--- src/rtl/control_pkg.sv ---
// ---------------------------------------------------------------------------
// control_pkg : shared encodings for the multicycle control unit and the ALU
// Revision    : 1.0
// ---------------------------------------------------------------------------
`default_nettype none

package control_pkg;

  typedef enum logic [2:0] {
    ALU_SUM         = 3'd0,
    ALU_SHIFT_LEFT  = 3'd1,
    ALU_SUB         = 3'd2,
    ALU_LOAD        = 3'd3,
    ALU_XOR         = 3'd4,
    ALU_SHIFT_RIGHT = 3'd5,
    ALU_NOT         = 3'd6,
    ALU_AND         = 3'd7
  } alu_op_t;

  typedef enum logic [3:0] {
    S_FETCH     = 4'd0,
    S_DECODE    = 4'd1,
    S_EXEC_R    = 4'd2,
    S_EXEC_I    = 4'd3,
    S_LUI       = 4'd4,
    S_ALU_WB    = 4'd5,
    S_MEM_ADDR  = 4'd6,
    S_MEM_READ  = 4'd7,
    S_MEM_WB    = 4'd8,
    S_MEM_WRITE = 4'd9,
    S_BRANCH    = 4'd10,
    S_HALT      = 4'd11,
    S_FAULT     = 4'd12
  } state_t;

  typedef enum logic [1:0] {
    IMM_I = 2'd0,
    IMM_S = 2'd1,
    IMM_B = 2'd2,
    IMM_U = 2'd3
  } imm_sel_t;

  typedef enum logic [1:0] {
    SRC_B_REG  = 2'd0,
    SRC_B_FOUR = 2'd1,
    SRC_B_IMM  = 2'd2
  } src_b_t;

  localparam logic [6:0] OP_R      = 7'b0110011;
  localparam logic [6:0] OP_IMM    = 7'b0010011;
  localparam logic [6:0] OP_LOAD   = 7'b0000011;
  localparam logic [6:0] OP_STORE  = 7'b0100011;
  localparam logic [6:0] OP_BRANCH = 7'b1100011;
  localparam logic [6:0] OP_LUI    = 7'b0110111;
  localparam logic [6:0] OP_SYSTEM = 7'b1110011;

endpackage

`default_nettype wire

--- src/rtl/alu_op_decode.sv ---
// ---------------------------------------------------------------------------
// alu_op_decode : {funct7[5], funct3, is_imm} -> ALU op plus illegal flag
// Revision      : 1.0
// ---------------------------------------------------------------------------
`default_nettype none

module alu_op_decode
  import control_pkg::*;
(
  input  logic       funct7_5,
  input  logic [2:0] funct3,
  input  logic       is_imm,
  output alu_op_t    op,
  output logic       illegal
);

  always_comb begin
    op      = ALU_SUM;
    illegal = 1'b0;
    case (funct3)
      3'b000: op = (funct7_5 && !is_imm) ? ALU_SUB : ALU_SUM;
      3'b001: begin
        op      = ALU_SHIFT_LEFT;
        illegal = funct7_5 && !is_imm;
      end
      3'b100: op = ALU_XOR;
      // Arithmetic right shift is not supported by the ALU.
      3'b101: begin
        op      = ALU_SHIFT_RIGHT;
        illegal = funct7_5;
      end
      3'b111: op = ALU_AND;
      default: illegal = 1'b1;
    endcase
  end

endmodule

`default_nettype wire

--- src/rtl/mc_control_unit.sv ---
// ---------------------------------------------------------------------------
// mc_control_unit : multicycle control FSM driving the 64-bit ALU datapath
// Revision        : 1.0
// ---------------------------------------------------------------------------
`default_nettype none

module mc_control_unit
  import control_pkg::*;
#(
  parameter int unsigned XLEN          = 64,
  parameter int unsigned IMEM_WAIT_MAX = 255
) (
  input  logic        clk,
  input  logic        reset,
  input  logic [31:0] instr,
  input  logic        mem_ready,
  input  logic        equal,
  input  logic        less,
  output logic [2:0]  alu_funct,
  output logic        alu_src_a,
  output logic [1:0]  alu_src_b,
  output logic [1:0]  imm_sel,
  output logic        ir_write,
  output logic        pc_write,
  output logic        ab_load,
  output logic        alu_out_load,
  output logic        mem_read,
  output logic        mem_write,
  output logic        reg_write,
  output logic        pc_src,
  output logic        wb_sel,
  output logic        halted,
  output logic        fault
);

  localparam logic [7:0] WAIT_LIMIT = 8'(IMEM_WAIT_MAX);

  state_t     state;
  state_t     state_nxt;
  logic [7:0] wait_cnt;
  alu_op_t    op;
  alu_op_t    dec_op;
  logic       dec_illegal;
  src_b_t     src_b;
  imm_sel_t   imm;
  logic [6:0] strb;
  logic       in_wait;
  logic       timeout;
  logic       taken;
  logic       br_illegal;

  wire [6:0] opcode = instr[6:0];
  wire [2:0] funct3 = instr[14:12];
  wire [6:0] funct7 = instr[31:25];

  // Register-index fields and the width parameter carry no control meaning.
  logic unused_ok;
  assign unused_ok = ^{XLEN[0], instr[24:15], instr[11:7]};

  alu_op_decode u_alu_op_decode (
    .funct7_5 (instr[30]),
    .funct3   (funct3),
    .is_imm   (state == S_EXEC_I),
    .op       (dec_op),
    .illegal  (dec_illegal)
  );

  assign in_wait = (state == S_FETCH) || (state == S_MEM_READ) || (state == S_MEM_WRITE);
  assign timeout = in_wait && !mem_ready && (wait_cnt == WAIT_LIMIT);

  always_comb begin
    taken      = 1'b0;
    br_illegal = 1'b0;
    case (funct3)
      3'b000:  taken = equal;
      3'b001:  taken = !equal;
      3'b100:  taken = less;
      3'b101:  taken = !less;
      default: br_illegal = 1'b1;
    endcase
  end

  // strb = {ir_write, pc_write, ab_load, alu_out_load, mem_read, mem_write, reg_write}
  always_comb begin
    state_nxt = state;
    op        = ALU_SUM;
    alu_src_a = 1'b0;
    src_b     = SRC_B_REG;
    imm       = IMM_I;
    strb      = 7'b0;
    pc_src    = 1'b0;
    wb_sel    = 1'b0;
    case (state)
      S_FETCH: begin
        strb[2] = 1'b1;
        src_b   = SRC_B_FOUR;
        if (mem_ready) begin
          strb[6]   = 1'b1;
          strb[5]   = 1'b1;
          state_nxt = S_DECODE;
        end else if (timeout) begin
          state_nxt = S_FAULT;
        end
      end
      S_DECODE: begin
        strb[4] = 1'b1;
        strb[3] = 1'b1;
        src_b   = SRC_B_IMM;
        imm     = IMM_B;
        case (opcode)
          OP_R:               state_nxt = S_EXEC_R;
          OP_IMM:             state_nxt = S_EXEC_I;
          OP_LOAD, OP_STORE:  state_nxt = S_MEM_ADDR;
          OP_BRANCH:          state_nxt = S_BRANCH;
          OP_LUI:             state_nxt = S_LUI;
          OP_SYSTEM:          state_nxt = S_HALT;
          default:            state_nxt = S_FAULT;
        endcase
      end
      S_EXEC_R, S_EXEC_I: begin
        op        = dec_op;
        alu_src_a = 1'b1;
        strb[3]   = 1'b1;
        if (state == S_EXEC_I) begin
          src_b = SRC_B_IMM;
          imm   = IMM_I;
        end
        // R-type only defines funct7 values 0x00 and 0x20.
        if (dec_illegal || ((state == S_EXEC_R) && ((funct7 & 7'b1011111) != 7'b0)))
          state_nxt = S_FAULT;
        else
          state_nxt = S_ALU_WB;
      end
      S_LUI: begin
        op        = ALU_LOAD;
        src_b     = SRC_B_IMM;
        imm       = IMM_U;
        strb[3]   = 1'b1;
        state_nxt = S_ALU_WB;
      end
      S_ALU_WB: begin
        strb[0]   = 1'b1;
        state_nxt = S_FETCH;
      end
      S_MEM_ADDR: begin
        alu_src_a = 1'b1;
        src_b     = SRC_B_IMM;
        imm       = (opcode == OP_STORE) ? IMM_S : IMM_I;
        strb[3]   = 1'b1;
        state_nxt = (opcode == OP_STORE) ? S_MEM_WRITE : S_MEM_READ;
      end
      S_MEM_READ: begin
        strb[2] = 1'b1;
        if (mem_ready)    state_nxt = S_MEM_WB;
        else if (timeout) state_nxt = S_FAULT;
      end
      S_MEM_WB: begin
        strb[0]   = 1'b1;
        wb_sel    = 1'b1;
        state_nxt = S_FETCH;
      end
      S_MEM_WRITE: begin
        strb[1] = 1'b1;
        if (mem_ready)    state_nxt = S_FETCH;
        else if (timeout) state_nxt = S_FAULT;
      end
      S_BRANCH: begin
        alu_src_a = 1'b1;
        op        = ALU_SUB;
        pc_src    = 1'b1;
        strb[5]   = taken && !br_illegal;
        state_nxt = br_illegal ? S_FAULT : S_FETCH;
      end
      default: state_nxt = state;
    endcase
  end

  assign alu_funct = op;
  assign alu_src_b = src_b;
  assign imm_sel   = imm;
  assign {ir_write, pc_write, ab_load, alu_out_load, mem_read, mem_write, reg_write} =
         reset ? 7'b0 : strb;

  always_ff @(posedge clk) begin
    if (reset) begin
      state    <= S_FETCH;
      wait_cnt <= 8'd0;
      halted   <= 1'b0;
      fault    <= 1'b0;
    end else begin
      state <= state_nxt;
      if ((state_nxt != state) || mem_ready)
        wait_cnt <= 8'd0;
      else if (in_wait)
        wait_cnt <= wait_cnt + 8'd1;
      if (state == S_HALT)
        halted <= 1'b1;
      if (state == S_FAULT)
        fault <= 1'b1;
    end
  end

endmodule

`default_nettype wire

--- config.mk ---
export PLATFORM = sky130hd
export DESIGN_NAME = mc_control_unit
export DESIGN_NICKNAME = d
export VERILOG_FILES = /design/src/rtl/control_pkg.sv /design/src/rtl/alu_op_decode.sv /design/src/rtl/mc_control_unit.sv
export SDC_FILE = /design/constraint.sdc
export NUM_CORES = 1
export LEC_CHECK = 0
export BUFFER_PORTS_ARGS = -buffer_cell sky130_fd_sc_hd__buf_4
export CAP_MARGIN = 20
export CORE_MARGIN = 8
export CORE_UTILIZATION = 52
export DETAILED_ROUTE_END_ITERATION = 10
export GPL_TIMING_DRIVEN = 0
export PLACE_DENSITY = 0.94
export SLEW_MARGIN = 25
export SYNTH_ARGS = -nofsm -noshare
export SYNTH_HDL_FRONTEND = slang
export SYNTH_HIERARCHICAL = 1
export SYNTH_SLANG_ARGS = --single-unit
--- constraint.sdc ---
create_clock -name clk -period 7.2 [get_ports clk]
set_input_delay 0.36 -clock clk [delete_from_list [all_inputs] [get_ports clk]]
set_output_delay 0.36 -clock clk [all_outputs]
set_load 0.005 [all_outputs]
[Word-level counts from Yosys, hierarchy flattened]
Cells that the tools add are included.
Word-level totals
  input bits: 37
  word-level logic and storage cells: 86
  register bits after elaboration: 14
  output and inout port bits: 19
Cells by class
  eq/ne operators: 25
  add/sub/neg operators: 1
  multiplexer cells: 30
  reduce and logical (&&, ||, !) cells: 26
Operators by type and width (number)
  one-hot mux 4 bit (9 select lines): 1
  two-way mux 4 bit: 7
  one-hot mux 4 bit (6 select lines): 1
  equality test 7 x 6 -> 1 bit, second input constant: 3
  equality test 4 bit, second input constant: 5
  equality test 4 x 3 -> 1 bit, second input constant: 4
  one-hot mux 3 bit (5 select lines): 1
  equality test 7 bit, second input constant: 2
  one-hot mux 2 bit (3 select lines): 2
  two-way mux 1 bit: 10
  OR reduction 2 bit: 5
  equality test 3 bit, second input constant: 3
  one-hot mux 3 bit (3 select lines): 1
  adder 8 x 1 -> 8 bit, second input constant: 1
  equality test 4 x 2 -> 1 bit, second input constant: 2
  equality test 8 bit, second input constant: 1
  OR reduction 4 bit: 2
  equality test 7 x 2 -> 1 bit, second input constant: 1
  equality test 7 x 5 -> 1 bit, second input constant: 1
  two-way mux 7 bit: 1
  nonzero test 7 bit: 1
  two-way mux 2 bit: 3
  OR reduction 3 bit: 2
  logical AND 1 bit: 5
  other kinds (11): 17

[Longest topological paths before layout]
Gate-level depths: netlist of run 1.
  word-level depth: 11
  gate-level depth with buffers: 11
  mapped depth without buffers: 10

[Hierarchy]
The synthesis of run 1 kept the hierarchy.
By module, submodules not included
  mc_control_unit: instances 1, seq. area each 280.3 µm², area each 1350.0 µm², cells an instance 170
  alu_op_decode: instances 1, seq. area each 0.0 µm², area each 53.8 µm², cells an instance 10

[Least setup slack after synthesis of run 1]
OpenSTA, ideal clock, no wires.
  kind: register to register
  start point: register state[0]
  end point: register wait_cnt[0]
  setup slack: 4.337 ns
  stages on the path, launching flop included: 12
  clock period less this slack: 2.863 ns
  arrival: 2.772 ns
  path buffers: 3
  data required time: 7.108 ns
  library setup time: 0.092 ns
  path through: dfxtp_1 > buf_2 > clkbuf_1 > buf_1 > and2_1 > a21oi_1 > o21a_1 > or4_4 > nor4_4 > nor3b_1 > o41a_4 > nor4_1
Between the ends
  elaborated cells on any way between the ends: 31
  those cells by class: eq/ne (11); mux (7); reduce/logical (13)
RTL lines
  start: declaration: line mc_control_unit.sv:38  | state_t state;
  start signal: assignment: line mc_control_unit.sv:191  | state <= state_nxt;
  equality test 4 x 2 -> 1 bit: line mc_control_unit.sv:63  | .is_imm (state == S_EXEC_I),
  zero test 1 bit: line alu_op_decode.sv:24  | illegal = funct7_5 && !is_imm;
  logical AND 1 bit: line alu_op_decode.sv:24
  one-hot mux 1 bit (3 select lines): line alu_op_decode.sv:20  | case (funct3)
  net dec_illegal: line mc_control_unit.sv:43  | logic dec_illegal;
  logical OR 1 bit: line mc_control_unit.sv:129  | if (dec_illegal || ((state == S_EXEC_R) && ((funct7 & 7'b1011111) != 7'b0)))
  two-way mux 4 bit: line mc_control_unit.sv:129
  one-hot mux 4 bit (9 select lines): line mc_control_unit.sv:93  | case (state)
  inequality test 4 bit: line mc_control_unit.sv:192  | if ((state_nxt != state) || mem_ready)
  logical OR 1 bit: line mc_control_unit.sv:192
  OR reduction 2 bit (no source line)
  end signal: assignment: line mc_control_unit.sv:195  | wait_cnt <= wait_cnt + 8'd1;
  end: declaration: line mc_control_unit.sv:40  | logic [7:0] wait_cnt;
The timed path passes the listed nets, and every way through them passes these cells.
A chain may end at the register's enable or synchronous reset.

[Final worst setup path of run 1]
  start point: register state[0]
  end point: register wait_cnt[5]
Same word-level chain as after synthesis.

==> results, run 1 <==
- The cell chosen for the clock root is sky130_fd_sc_hd__clkbuf_4.
- The critical path data required time is 7390 ps.
- The headroom to the max-slew limit is 54.3%.
- After detailed routing, the number of remaining DRC violations is 0.
- The worst slack after detailed placement is 3880 ps.
- Yosys mapped a number of flops with a built-in enable equal to 0.
- The standard cell with the maximum stage delay on the critical path is sky130_fd_sc_hd__o41a_4.
- At the later pin of the worst-skew pair, clock insertion delay measures 300 ps.
- After the first detailed-routing iteration, the DRC count stood at 90.
- The global route total overflow is 0.
- For this configuration, the core starts out at a cell density of 52.7%.
- The number of maximum-capacitance constraint violations is 0.
- The die covers 0.00462 mm².
- The via count of the first global-routing pass is 1588.
- The worst hold path passes through 3 cells.
- The critical setup path kind is reg2reg.
- Synthesis produced a netlist with a net count of 218.
- Setup violations remaining at the end of the flow were counted as 0.
- The number of antenna violations at the first check in global routing is 0.
- The run finished with clean final reports.
- The element type at the critical path start is a flip-flop.
- Walking the worst path, the cells encountered are buf_2 > clkbuf_1 > buf_1 > and2_1 > a21oi_1 > o21a_1 > or4_4 > nor4_4 > nor3b_1 > o41a_4 > nor4_1.
- Across all hold checks on the routed design, the worst slack comes to 414 ps.
- The summed negative setup slack over all endpoints is 0 ps.
- The pin slew with the least headroom to its limit is slightly below 700 ps.
- The row count is 19.
- The cell area after technology mapping is 0.00140 mm².
- The portion of the clock cycle consumed by the worst path in the final layout is between 40% and 50%.
- The number of buffers and inverters on the critical path is 3.
- In this run, CTS created clock tree buffers numbering 3.
- The maximum fanout along the worst path is 10.
- The total power is 0.471 mW.
- The total track usage is 19.0%.
- The synthesized instance count is 180.
- In this run, placement finished with an instance count of between 200 and 300.
- The longest clock path from root to sink contains 2 buffers.
- The final estimated routing congestion in global placement is 0.889.
- The number of hold violations in the final report is 0.
- The first detailed-routing pass ran for 4 iterations.
- For this run, the slowest stage of the critical path takes 500 ps.
- The total routed wirelength is 4270 µm.
- The worst register-to-register path has a setup slack of 3770 ps.
- The detail-routed via count per cell is approximately 6.4.
- The die span in x is just under 70 µm.
- The count of buffers added on input and output ports is 40.
- For this run, asynchronously set or reset flops after synthesis account for 0%.
- After clock tree synthesis, the repair step resized 0 gates.
- Cells with a size suffix above 1 make up 26.3% of the layout.
- The final period demand of the worst path is 3430 ps.
- From synthesis to final layout, the design area changed by 26.7%.
- The endpoint of the lowest-slack register-to-register path is wait_cnt[5].
- The TritonCTS clock tree is yes.
- Clock tree synthesis found a total of 14 sinks.
- STA puts the critical path data arrival time at approximately 3600 ps.
- For this design, the CTS-stage hold fixing added 0 buffers.
- The average wire per standard cell is 16.7 µm.
- For this run, the top clock speed supported by timing is roughly 290 MHz.
- The total inserted antenna cells is 0.
- The worst register-to-register path begins at state[0].
- The first global-routing pass estimated 6990 µm of wire.
- The leakage power of the design is 0.701 nW.
- The path type of the worst min-delay path is in2reg.
- The average cell area after synthesis is ~7.8 µm².
- For the final database, setup skew stands at about 14 ps.
- The most used flip-flop cell after synthesis is sky130_fd_sc_hd__dfxtp_1.
- The worst hold path begins at mem_ready.
- The region available for standard cell placement spans 0.00266 mm².
- The cell type group with the largest total delay on the critical path is simple AND/OR/NAND/NOR gates.
- In the final design database the tool counted 263 nets.
- The number of primary I/O pins is between 50 and 60.
- Detailed placement finished with a half-perimeter wire length of 3250 µm.
- The number of max-slew violations in the final report is 0.
- The capture endpoint of the worst hold path is state[2].
- Entering global routing, the biggest net connects 11 pins.
- The post-CTS setup buffer count is 0.
- The power per cell area is about 260 mW/mm².
- The residual antenna-violating net count after detailed routing is 0.
- The chip height is 68.0 µm.
- The share of synthesized area occupied by flip-flops and latches is 20.0%.
- CTS built an H-tree with a depth of 1.
- VDD sags by at most about 0.2 mV.
- After clock tree synthesis, the clock-pin slew on the worst setup and hold paths is 110 ps.
- The kind of end point of the critical path is a flip-flop.
- The number of synthesized register bits is 14.
- Measured in cells, the most critical reg-to-reg path has a length of 11.
- The yosys synthesis warning count is 6.
- Leaving out filler cells and counting taps, the final layout contains about 260.
- The final worst setup slack is 3770 ps.
- Counting the fill cells in the layout gives 238.
- Setup repair after global routing left no endpoint under its margin.
- The count of cell types in the netlist is 59.
- The routed layout has 1637 vias.
through the flow:
stage | area, µm² | utilization [%]
6_report | 1780 | 66.8
5_1_grt | 1780 | 66.8
4_1_cts | 1780 | 66.8
3_5_place_dp | 1740 | 65.5
3_3_place_gp | 1740 | 65.5
2_1_floorplan | 1400 | -
logic make-up after synthesis:
family / after synthesis / synth area share [%]
AOI/OAI and AO/OA: 51 / 26.6
xor gates and xnor gates: 10 / 6.24
adders and majority gates: 1 / 0.891
buffers and inverters: 16 / 4.63
DFF: 14 / 20.0
muxes: 5 / 3.65
and+or+nand+nor: 83 / 38.0
how the worst max path moves through the flow:
stage | startpoint | endpoint | depth (start not counted)
after global placement | state[0] | wait_cnt[1] | 11
after global routing | state[0] | wait_cnt[4] | 11
after CTS | state[0] | wait_cnt[0] | 11
after floorplan | state[0] | wait_cnt[0] | 11
after detailed placement | state[0] | wait_cnt[0] | 11
final | state[0] | wait_cnt[5] | 11
routing by layer:
layer | share of wire (%) | global-route usage, % | up-vias
met5 | 0 | 0 | -
met4 | 1.9 | 7.93 | 0
met3 | 7.4 | 3.44 | 12
met2 | 48 | 33.6 | 78
met1 | 42 | 21.8 | 764
li1 | - | - | 783
cell usage in the layout, fill, tap and decap left out, types with 4 or more instances in the layout:
cell type	synthesis	routed
sky130_fd_sc_hd__a21oi_1	9	9
sky130_fd_sc_hd__a31oi_1	5	5
sky130_fd_sc_hd__buf_2	4	4
sky130_fd_sc_hd__buf_4	0	40
sky130_fd_sc_hd__clkbuf_1	8	8
sky130_fd_sc_hd__dfxtp_1	14	14
sky130_fd_sc_hd__mux2i_1	4	4
sky130_fd_sc_hd__nand2_1	10	10
sky130_fd_sc_hd__nor2_1	16	16
sky130_fd_sc_hd__nor2b_1	6	6
sky130_fd_sc_hd__nor3_1	7	7
sky130_fd_sc_hd__nor4_1	9	9
sky130_fd_sc_hd__o21ai_0	6	6
sky130_fd_sc_hd__o31ai_1	4	4
sky130_fd_sc_hd__xnor2_1	7	7
final cells by class:
type	count	area [µm²]	share of cell area [%]
inverter	3	11.3	0.633
timing repair buffer	40	300	16.9
tap	31	38.8	2.18
buffer	13	53.8	3.02
sequential	14	280	15.8
clock buffer	4	36.3	2.04
multi-input combinational	150	1060	59.5
worst reg2reg max path, stage by stage, from the launching register on:
cell	delay, ps
sky130_fd_sc_hd__dfxtp_1	360
sky130_fd_sc_hd__buf_2	220
sky130_fd_sc_hd__clkbuf_1	380
sky130_fd_sc_hd__buf_1	420
sky130_fd_sc_hd__and2_1	220
sky130_fd_sc_hd__a21oi_1	70
sky130_fd_sc_hd__o21a_1	180
sky130_fd_sc_hd__or4_4	440
sky130_fd_sc_hd__nor4_4	180
sky130_fd_sc_hd__nor3b_1	120
sky130_fd_sc_hd__o41a_4	500
sky130_fd_sc_hd__nor4_1	250
synthesized netlist by cell type, types with 2 or more instances:
master / n / area share [%]
sky130_fd_sc_hd__nand2b_1: 2 / 0.89
sky130_fd_sc_hd__nor4b_1: 2 / 1.2
sky130_fd_sc_hd__clkbuf_1: 8 / 2.1
sky130_fd_sc_hd__or3b_1: 2 / 1.2
sky130_fd_sc_hd__o21a_1: 2 / 1.1
sky130_fd_sc_hd__buf_2: 4 / 1.4
sky130_fd_sc_hd__a31oi_1: 5 / 2.2
sky130_fd_sc_hd__and3_1: 2 / 0.89
sky130_fd_sc_hd__nor2b_1: 6 / 2.7
sky130_fd_sc_hd__o21ai_0: 6 / 2.1
sky130_fd_sc_hd__nand3_1: 3 / 1.1
sky130_fd_sc_hd__nor3b_1: 3 / 1.6
sky130_fd_sc_hd__xor2_1: 3 / 1.9
sky130_fd_sc_hd__or4b_1: 2 / 1.4
sky130_fd_sc_hd__nor4_1: 9 / 4.0
sky130_fd_sc_hd__nor2_1: 16 / 4.3
sky130_fd_sc_hd__o21bai_1: 2 / 1.1
sky130_fd_sc_hd__a21oi_1: 9 / 3.2
sky130_fd_sc_hd__a32oi_1: 2 / 1.2
sky130_fd_sc_hd__o21ai_1: 3 / 1.1
sky130_fd_sc_hd__xnor2_1: 7 / 4.4
sky130_fd_sc_hd__nand2_1: 10 / 2.7
sky130_fd_sc_hd__o31ai_1: 4 / 2.1
sky130_fd_sc_hd__dfxtp_1: 14 / 20
sky130_fd_sc_hd__nor4bb_1: 2 / 1.4
sky130_fd_sc_hd__nor3_1: 7 / 2.5
sky130_fd_sc_hd__a21o_1: 3 / 1.6
sky130_fd_sc_hd__mux2i_1: 4 / 2.9
sky130_fd_sc_hd__inv_1: 3 / 0.80
sky130_fd_sc_hd__and2_1: 3 / 1.3
sky130_fd_sc_hd__a22oi_1: 3 / 1.6
sky130_fd_sc_hd__nand3b_1: 2 / 1.1
registers in the layout, summed over array words and instances (netlist names):
register  count
wait_cnt      8
state         4
fault         1
halted        1
where the power goes:
part	switching [mW]	internal, mW	total, mW
combinational	0.175	0.137	0.313
clock	0.0304	0.0308	0.0612
sequential	0.0109	0.0867	0.0976
(Power assumes the default switching activity.)
==> inputs of run 2 (changes only) <==
Settings changed: ABC_AREA from default to 1, CORE_UTILIZATION 52 to 42, PLACE_DENSITY 0.94 to 0.85.
Clock period 7.2 ns to 2.9 ns, I/O delays scaled along.
==> results, run 2 <==
- The average wire per standard cell was 10.7 µm (was 16.7 µm).
- The maximum clock path buffer count was 2 (unchanged).
- The final estimated routing congestion in global placement was 0.872 (was 0.889).
- The leakage power of the design is 0.845 nW (was 0.701 nW).
- The met1 demand-to-capacity share in global routing is 15.3% (was 21.8%).
- The summed negative setup slack over all endpoints is 0 ps (unchanged).
- The number of antenna violations at the first check in global routing is 0 (unchanged).
- The number of buffers added on ports is 40 (unchanged).
- The hold buffer count at CTS is 0 (unchanged).
- Top flop regs: wait_cnt (8), state (4) (unchanged).
- The yosys synthesis warning count is 6 (unchanged).
- The total die area is 0.00490 mm² (was 0.00462 mm²).
- The headroom to the max-slew limit was 72.6% (was 54.3%).
- The post-synthesis net count was 250 (was 218).
- The final setup violation count is 0 (unchanged).
- The global-route layer with the greatest usage was met2 (unchanged).
- The most flop-heavy register was wait_cnt (unchanged).
- The row count is 19 (unchanged).
- The clock latency at the later pin of the worst-skew pair came to 280 ps (was 300 ps).
- The number of flip-flops in the largest register was 8 (unchanged).
- The pin slew with the least headroom to its limit is 412 ps (was 677 ps).
- The CTS clock-pin slew for the worst setup and hold paths is 90 ps (was 110 ps).
- The final period demand of the worst path is 1840 ps.
- The number of search-and-repair iterations in the first detailed-routing pass is 4 (unchanged).
- The delay of the slowest critical-path stage is 460 ps (was 500 ps).
- The element type at the critical path start is a flip-flop (unchanged).
- The total routed wirelength is 3070 µm (was 4270 µm).
- The global routing met2 resource utilization was 19.9% (was 33.6%).
- The number of buffers created by CTS is 3 (unchanged).
- The number of clock sinks is 14 (unchanged).
- The iteration-0 DRC count of the detailed router is 67 (was 90).
- The number of hold violations in the final report came to 0 (unchanged).
- The via count of the first global-routing pass is 1251 (was 1588).
- The estimated wirelength of the detail-placed design is 2600 µm (was 3250 µm).
- The placeable core region is 0.00276 mm² (was 0.00266 mm²).
- The number of buffers and inverters on the critical path is 1 (was 3).
- The layout-stage area growth over the synthesis result is 30.6% (was 26.7%).
- The DRC violations left is 0 (unchanged).
- The net total in the final layout is 295 (was 263).
- The global-route track usage on met3 is 2.97% (was 3.44%).
- The global-route wire length before repair is 5250 µm (was 6990 µm).
- The residual antenna-violating net count after detailed routing came to 0 (unchanged).
- The initial core utilization is 44.4% (was 52.7%).
- Largest cells by area after synthesis: sky130_fd_sc_hd__dfxtp_1 23%, sky130_fd_sc_hd__nand2_1 16%, sky130_fd_sc_hd__nor2_1 14%, sky130_fd_sc_hd__inv_1 9.2%, sky130_fd_sc_hd__nand3_1 6.5% (was sky130_fd_sc_hd__dfxtp_1 20%, sky130_fd_sc_hd__xnor2_1 4.4%, sky130_fd_sc_hd__nor2_1 4.3%, sky130_fd_sc_hd__nor4_1 4.0%, sky130_fd_sc_hd__a21oi_1 3.2%).
- The synthesized instance count is 212 (was 180).
- The number of synthesized register bits is 14 (unchanged).
- The detail-routed via count per cell is 4.78 (was 6.42).
- Worst path cell trace: nand2_1 > nor2_1 > nor2_1 > nand3_1 > nand2_1 > a211o_1 > buf_4 (was buf_2 > clkbuf_1 > buf_1 > and2_1 > a21oi_1 > o21a_1 > or4_4 > nor4_4 > nor3b_1 > o41a_4 > nor4_1).
- The path type of the worst min-delay path was in2reg (unchanged).
- Commonest cells after routing, fill and taps aside: 53 x sky130_fd_sc_hd__nand2_1, 47 x sky130_fd_sc_hd__nor2_1, 40 x sky130_fd_sc_hd__buf_4 (was 40 x sky130_fd_sc_hd__buf_4, 16 x sky130_fd_sc_hd__nor2_1, 14 x sky130_fd_sc_hd__dfxtp_1).
- The die span in x is 70.0 µm (was 68.0 µm).
- The area share of the largest cell type after synthesis came to 22.9% (was 20.0%).
- The critical path data required time was 2760 ps (was 7390 ps).
- The maximum clock skew at final layout is 5.70 ps (was 14.5 ps).
- The most frequent standard cell in the layout excluding fill and tap cells is sky130_fd_sc_hd__nand2_1 (was sky130_fd_sc_hd__buf_4).
- The cell chosen for the clock root is sky130_fd_sc_hd__clkbuf_4 (unchanged).
- The utilization of the core after routing was 58.0% (was 66.8%).
- The fraction of registers with async set/reset came to 0% (unchanged).
- Outcome: complete, no violations (unchanged).
- In the finished design, the share of the clock period the worst path needs comes to between 60% and 70%.
- The standard cell with the maximum stage delay on the critical path is sky130_fd_sc_hd__dfxtp_1 (was sky130_fd_sc_hd__o41a_4).
- The count of H-tree levels built during CTS is 1 (unchanged).
- The power per cell area is 669 mW/mm² (was 265 mW/mm²).
- The arrival time at the worst endpoint is 1700 ps (was 3630 ps).
- The count of cell types in the netlist was 27 (was 59).
- The cell area after technology mapping was 0.00122 mm² (was 0.00140 mm²).
- The average cell area after synthesis is 5.78 µm² (was 7.80 µm²).
- The number of flops mapped to enable cells by yosys was 0 (unchanged).
- The chip height is 70.0 µm (was 68.0 µm).
- The flip-flop cell with the highest count after synthesis is sky130_fd_sc_hd__dfxtp_1 (unchanged).
- The biggest area consumer among synthesized cells is sky130_fd_sc_hd__dfxtp_1 (unchanged).
- The number of max-slew violations in the final report is 0 (unchanged).
- The largest vdd supply drop is 0.714 mV (was 0.200 mV).
- The maximum fanout along the worst path is 6 (was 10).
- The post-CTS setup buffer count is 0 (unchanged).
- The final cell count without fillers was 287 (was 255).
- The share of layout cells above drive strength 1 is 26.2% (was 26.3%).
- The total track usage was 12.3% (was 19.0%).
- The critical setup path kind is reg2out (was reg2reg).
- The TritonCTS clock tree is yes (unchanged).
- The kind of end point of the critical path is an output pin (was flip-flop).
- The library cell with the highest instance count after synthesis is sky130_fd_sc_hd__nand2_1 (was sky130_fd_sc_hd__nor2_1).
- The number of instances in the placed design was 283 (was 251).
- The count of vias placed by the detailed router came to 1372 (was 1637).
- The maximum number of pins on one net before global-route repair is 11 (unchanged).
- Based on the critical path, the design can be clocked at up to ~540 MHz.
- Setup repair after global routing missed its margin: false (unchanged).
- The cell type group with the largest total delay on the critical path is simple AND/OR/NAND/NOR gates (unchanged).
- Most numerous cell types in the synthesized netlist: 53 x sky130_fd_sc_hd__nand2_1, 47 x sky130_fd_sc_hd__nor2_1, 30 x sky130_fd_sc_hd__inv_1 (was 16 x sky130_fd_sc_hd__nor2_1, 14 x sky130_fd_sc_hd__dfxtp_1, 10 x sky130_fd_sc_hd__nand2_1).
- The number of maximum-capacitance constraint violations is 0 (unchanged).
- The total inserted antenna cells is 0 (unchanged).
- The global route total overflow was 0 (unchanged).
- The number of primary I/O pins is 56 (unchanged).
- The number of gates resized after CTS is 0 (unchanged).
- The share of synthesized area occupied by flip-flops and latches is 22.9% (was 20.0%).
==> run 2: changes by cell type after synthesis, moves of 6 or more <==
cell	before	now
sky130_fd_sc_hd__nor2b_1	6	0
sky130_fd_sc_hd__nand2_1	10	53
sky130_fd_sc_hd__inv_2	0	6
sky130_fd_sc_hd__nand3_1	3	16
sky130_fd_sc_hd__nor3_1	7	0
sky130_fd_sc_hd__inv_1	3	30
sky130_fd_sc_hd__nor2_1	16	47
sky130_fd_sc_hd__clkbuf_1	8	1
sky130_fd_sc_hd__nor4_1	9	0
sky130_fd_sc_hd__xnor2_1	7	1
==> run 2: cells by family after synthesis <==
family	Yosys count	synth area share (%)
flops	14	22.9
fa+ha+maj	1	1.02
buf+inv	38	12.3
xor+xnor	6	5.52
compound gates	21	9.60
simple gates	131	47.8
mux	1	0.919
==> run 2: path summary, 6_finish.rpt <==
check | startpoint | slack, ps | cells past startpoint | endpoint
worst max-delay path | state[1] | 1060 | 7 | alu_funct[1]
worst min-delay path | reset | 60 | 2 | halted
worst max register to register | wait_cnt[0] | 1290 | 8 | wait_cnt[7]
worst min register to register | halted | 460 | 2 | halted
==> run 2: metrics by stage <==
stage                     setup slack [ps]  cell area [µm²]  power, mW  hold WS [ps]
after floorplan                       1460             1220      0.682           214
after global placement                1330             1560      0.926           367
after detailed placement              1290             1560      0.931           369
after CTS                             1070             1600       1.07          68.9
after global routing                   930             1600       1.17          78.4
final                                 1060             1600       1.07          64.6
==> run 2: worst register-to-register path: stages, from the launching register on <==
cell and delay [ps]:
sky130_fd_sc_hd__dfxtp_1 380, sky130_fd_sc_hd__ha_1 240, sky130_fd_sc_hd__nand2_1 90, sky130_fd_sc_hd__nor2_1 230, sky130_fd_sc_hd__nand2_1 150, sky130_fd_sc_hd__nand3_1 110, sky130_fd_sc_hd__nand2_1 100, sky130_fd_sc_hd__nand3b_4 150
sky130_fd_sc_hd__nor2_1 60
==> run 2: metal layers <==
metal / wire length (µm) / part of all wire [%] / vias to the layer above
li1: - / - / 737
met1: 1460 / 47 / 592
met2: 1380 / 45 / 38
met3: 188 / 6.1 / 5
met4: 40 / 1.3 / 0
met5: 0 / 0 / -
==> run 2: final cells by class <==
class | instances | area, µm²
repair buffers | 40 | 300
clock buffers | 4 | 36.3
inverters | 36 | 135
multi-input cells | 160 | 795
fillers | 275 | 1160
well taps | 31 | 38.8
plain buffers | 2 | 15.0
flip-flops and latches | 14 | 280
==> run 2: power breakdown <==
| part | internal, mW | total [mW] | switching [mW] |
|---|---|---|---|
| Combinational | 0.293 | 0.677 | 0.384 |
| Clock | 0.0764 | 0.142 | 0.0655 |
| Sequential | 0.217 | 0.251 | 0.0340 |
